File: src/rtl/fix_to_fix_pipe.sv
// fix_to_fix_pipe: two-stage valid/ready signed fixed-point format converter with per-sample rounding and saturation
module fix_to_fix_pipe #(
  parameter int N_INT_IN   = 8,
  parameter int N_MANT_IN  = 8,
  parameter int N_INT_OUT  = 4,
  parameter int N_MANT_OUT = 4,
  parameter int N_CH       = 2
) (
  input  logic                                        clk,
  input  logic                                        rst,
  input  logic [N_CH*(N_INT_IN+N_MANT_IN+1)-1:0]      in_data,
  input  logic                                        in_valid,
  output logic                                        in_ready,
  input  logic [1:0]                                  round_mode,
  input  logic                                        sat_en,
  output logic [N_CH*(N_INT_OUT+N_MANT_OUT+1)-1:0]    out_data,
  output logic                                        out_valid,
  input  logic                                        out_ready,
  output logic [N_CH-1:0]                             out_ovf,
  output logic                                        ovf_sticky,
  input  logic                                        clr_ovf
);
  localparam int WI = N_INT_IN + N_MANT_IN + 1;
  localparam int WO = N_INT_OUT + N_MANT_OUT + 1;
  localparam int D  = N_MANT_IN - N_MANT_OUT;
  localparam int WR = WI + 2;
  localparam logic signed [WR-1:0] MAX_O = WR'(2**(WO-1) - 1);
  localparam logic signed [WR-1:0] MIN_O = -MAX_O - WR'(1);
  logic                 s1_valid, s1_sat, s2_load;
  logic [N_CH*WR-1:0]   rnd, s1_r;
  logic [N_CH*WO-1:0]   sat_d;
  logic [N_CH-1:0]      ovf;
  assign s2_load  = !out_valid || out_ready;
  assign in_ready = !s1_valid || s2_load;
  for (genvar g = 0; g < N_CH; g++) begin : g_lane
    logic signed [WR-1:0] v, r, q;
    logic                 hi, lo;
    assign v = {{2{in_data[g*WI+WI-1]}}, in_data[g*WI +: WI]};
    if (D > 0) begin : g_rnd
      localparam logic signed [WR-1:0] HALF    = WR'(2**(D-1));
      localparam logic signed [WR-1:0] HALF_M1 = WR'(2**(D-1) - 1);
      logic signed [WR-1:0] bias;
      // mode 2 adds half-minus-one plus the kept LSB so exact ties land on even
      assign bias = round_mode == 2'd1 ? HALF : round_mode == 2'd2 ? HALF_M1 + WR'(v[D]) : '0;
      assign r = (v + bias) >>> D;
    end else begin : g_exact
      assign r = v <<< (-D);
    end
    assign rnd[g*WR +: WR] = r;
    assign q  = s1_r[g*WR +: WR];
    assign hi = q > MAX_O;
    assign lo = q < MIN_O;
    assign ovf[g] = hi | lo;
    assign sat_d[g*WO +: WO] = s1_sat && hi ? MAX_O[WO-1:0] : s1_sat && lo ? MIN_O[WO-1:0] : q[WO-1:0];
  end
  always_ff @(posedge clk or negedge rst) begin
    if (!rst) begin
      s1_valid   <= 1'b0;
      s1_sat     <= 1'b0;
      s1_r       <= '0;
      out_valid  <= 1'b0;
      out_data   <= '0;
      out_ovf    <= '0;
      ovf_sticky <= 1'b0;
    end else begin
      if (in_ready) begin
        s1_valid <= in_valid;
        if (in_valid) begin
          s1_r   <= rnd;
          s1_sat <= sat_en;
        end
      end
      if (s2_load) begin
        out_valid <= s1_valid;
        if (s1_valid) begin
          out_data <= sat_d;
          out_ovf  <= ovf;
        end
      end
      ovf_sticky <= (out_valid && out_ready && |out_ovf) || (ovf_sticky && !clr_ovf);
    end
  end
endmodule

File: config.mk
export PLATFORM = sky130hd
export DESIGN_NAME = fix_to_fix_pipe
export DESIGN_NICKNAME = d
export VERILOG_FILES = /design/src/rtl/fix_to_fix_pipe.sv
export SDC_FILE = /design/constraint.sdc
export NUM_CORES = 1
export LEC_CHECK = 0
export ABC_AREA = 1
export CORE_UTILIZATION = 45
export DETAILED_ROUTE_END_ITERATION = 8
export GPL_TIMING_DRIVEN = 0
export PLACE_DENSITY_LB_ADDON = 0.3
export REMOVE_ABC_BUFFERS = 1
export SLEW_MARGIN = 0
export SYNTH_ARGS = -nofsm -noshare
export SYNTH_HDL_FRONTEND = slang
export SYNTH_SLANG_ARGS = --single-unit
export TNS_END_PERCENT = 1
File: constraint.sdc
create_clock -name clk -period 1.4 [get_ports clk]
set_clock_uncertainty 0.2 [all_clocks]
set_input_delay 0.21 -clock clk [delete_from_list [all_inputs] [get_ports clk]]
set_output_delay 0.21 -clock clk [all_outputs]
set_load 0.02 [all_outputs]
==> results.md <==
- GRT met2 Usage: 39.2%
- Multiplexer share of the synthesized area: 0%
- Max transition margin: 73.5%
- Critical Path Start Type: input pin
- Clock Pin Slew Worst Setup and Hold Paths: 0.09 ns
- CTS tree: built
- Violated checks: negative setup slack
- Max-cap violations: 0
- Synth Area in Compound Gates: 9.60%
- CTS root buffer: clkbuf_8
- Synthesized area per cell: 7.32 sq um
- Hold Path Class: in -> async
- Mapped cell area: 2840 sq um
- Status: finished with violations
- Commonest non-fill, non-tap cell in the layout: nand2_1
- GR Util met3: 2.78%
- EDFF count, synth: 0
- Slew @ Worst Pin: 0.398 ns
- Ys Warns: 0
- Worst setup path class: in -> reg
- Cell mode on critical path: nand2_1
- CP max-delay cell: ha_4
- Post-synthesis cell count: 388
- Worst path max stage delay: 0.27 ns
- P per Cell Area: 1180 nW/um^2
- Final hold slack: 0.199 ns
- Worst-Skew Late Latency: 0.30 ns
- Fin crit period: 1.63 ns
- Area growth from synthesis to layout: 41.7%
- Seq/Total Area, Yosys: 45.8%
- Total number of vias: 2871
- DP HPWL: 4560 um
- Largest family of logic cells by synthesized area: simple AND/OR/NAND/NOR gates
- Vias per std cell: 5.24
- Final core occ: 67.2%
- Clock sink count: 52
- Port Buf Inserts: 64
- Count of final max-slew check failures: 0
- Pleak: 1.96 nW
- Period utilization: 116%
- Total gr overflow: 0
- CTS buffer count: 5
- Worst Path Arrival: 1.63 ns
- Xor/xnor share of the synthesized area: 0.308%
- Routed WL: 7090 um
- Drt drc: 0
- Antenna-violating nets left: 0
- First-pass GRT wire length: 11900 um
- Post-synth ARST share: 100%
- CTS H-tree depth: 2
- GR peak layer: met2
- I/O Pins: 65
- WP data required: 1.40 ns
- Synth Area in Adders: 2.64%
- Final setup fails: 31
- Fmax: 613 MHz
- Layout cells sized above 1: 25.4%
- Final hold violations: 0
- CP cell instances: buf_6 -> inv_4 -> buf_4 -> nand2_4 -> o21ai_4 -> ha_4 -> nand2_1 -> inv_1 -> nand2_2 -> nand2_4 -> buf_12 -> nand3_4 -> nor2_2 -> nand2_1 -> nand3_1 -> nand2_1
- Initial core utilization: 47.4%
- Worst-path fanout max: 7
- Yosys reg bits: 52
- Clock buffer depth: 2
- RSZ-0062 raised after global routing: true
- Vias in the first global route: 2698
- Full die area: 6640 sq um
- Chip Width: 81.5 um
- Post-route setup slack: -0.231 ns
- Total Routing Usage GR: 23.5%
- Critical Path End Type: flip-flop
- Core area: 5990 sq um
- Yosys cell types: 29
- # nets final: 520
- Synth Area in Simple Gates: 34.5%
- Wirelength per Cell: 12.9 um
- Most frequent cells in the layout: nand2_1, dfrtp_1, nor2_1
- Die Span Y: 81.5 um
- Drt initial violations: 115
- Peak supply drop: 0.781 mV
- First-pass iteration count of the detailed router: 4
- R2r setup slk: -0.16 ns
- Antenna cells: 0
- # rows: 28
- Largest net degree at the start of global routing: 38
- Gpl congestion: 0.840
- Initial antenna violation count: 0
- Synth Flop Type: dfrtp_1
- M1 GR Usage: 31.5%
## cells by family (layout without fill, tap and decap cells)
kind of cell / count (synthesis) / count (layout)
AOI/OAI and AO/OA: 50 / 50
xor gates and xnor gates: 1 / 1
adders and majority gates: 6 / 6
buffers and inverters: 50 / 133
DFF: 52 / 52
and+or+nand+nor: 229 / 231
## layout make-up
| class | instances | area (sq um) |
|---|---|---|
| sequential | 52 | 1300 |
| inverter | 41 | 183 |
| multi-input combinational | 288 | 1620 |
| clock inverter | 1 | 30.0 |
| fill | 495 | 1960 |
| tap | 75 | 93.8 |
| timing repair buffer | 83 | 689 |
| clock buffer | 7 | 96.3 |
| timing repair inverter | 1 | 7.51 |
## cells in the mapped netlist, types with 2 or more instances
cell type | number | area [sq um]
nand2_2 | 2 | 12.5
a21oi_1 | 21 | 105
nand3_2 | 2 | 20.0
inv_2 | 8 | 30.0
nand3b_1 | 2 | 15.0
o21bai_1 | 3 | 22.5
clkbuf_1 | 3 | 11.3
inv_1 | 32 | 120
dfrtp_1 | 52 | 1300
and2_1 | 2 | 12.5
buf_4 | 3 | 22.5
nand2_1 | 132 | 495
nand3_1 | 28 | 140
a31oi_1 | 5 | 31.3
buf_2 | 3 | 15.0
nor2_1 | 45 | 169
nor2_4 | 2 | 22.5
o21ai_1 | 9 | 45.0
nand4_1 | 9 | 56.3
nor3_1 | 3 | 15.0
o21ai_0 | 9 | 45.0
ha_1 | 6 | 75.1
## stage by stage
step / area, sq um / cells / setup TNS [ns] / setup WS (ns) / power, mW
floorplan: 2790 / 379 / -20.92 / -0.775 / 2.91
global placement: 3530 / 518 / -127.41 / -1.56 / 3.65
detailed placement: 3540 / 519 / -47.08 / -1.44 / 3.70
CTS: 4050 / 548 / -3.76 / -0.182 / 4.84
global route: 4030 / 548 / -8.16 / -0.333 / 5.05
finish: 4030 / 548 / -4.54 / -0.231 / 4.76
## report_power, final
group	switching (mW)	leakage [nW]	internal, mW
sequential	0.220	0.605	1.85
clock	0.476	0.0645	0.631
combinational	0.977	1.29	0.602
## state kept, by name, summed over array words and instances, names as in the netlist
register and flops:
out_valid 1, out_data 18, s1_valid 1, s1_r 28, out_ovf 2, ovf_sticky 1, s1_sat 1
## per-layer routing
| metal | wire length, um | up-vias |
|---|---|---|
| met4 | 133 | 0 |
| met2 | 3370 | 87 |
| li1 | - | 1425 |
| met1 | 3240 | 1344 |
| met3 | 342 | 15 |
| met5 | 0 | - |
## worst max-delay path: cells and delay by family
family / cells / cell delay (ns)
buffers and inverters: 5 / 0.42
AND/OR/NAND/NOR: 9 / 0.67
adder cells (fa/ha/maj): 1 / 0.27
AO/OA/AOI/OAI: 1 / 0.06
## worst paths after layout
check / endpoint / startpoint / cells after the start
worst max register to register: s1_r[31] / s1_valid / 5
min in group clk: s1_r[2] / in_data[6] / 3
worst max-delay path: s1_r[29] / round_mode[1] / 16
max in group asynchronous: s1_valid / rst / 3
worst min register to register: s1_r[6] / s1_r[6] / 2
worst min-delay path: s1_sat / rst / 2
## what timing repair did
item / in CTS / in global routing
resized for setup: 140 / 43
hold buffers: 1 / 0
pin swaps: 28 / 11
setup buffers: 17 / 0
setup endpoints to repair: 73 / 70
endpoints found under the hold margin: 34 / 0
gates cloned: 3 / 0
No activity file was read; power rests on OpenSTA's default activity.
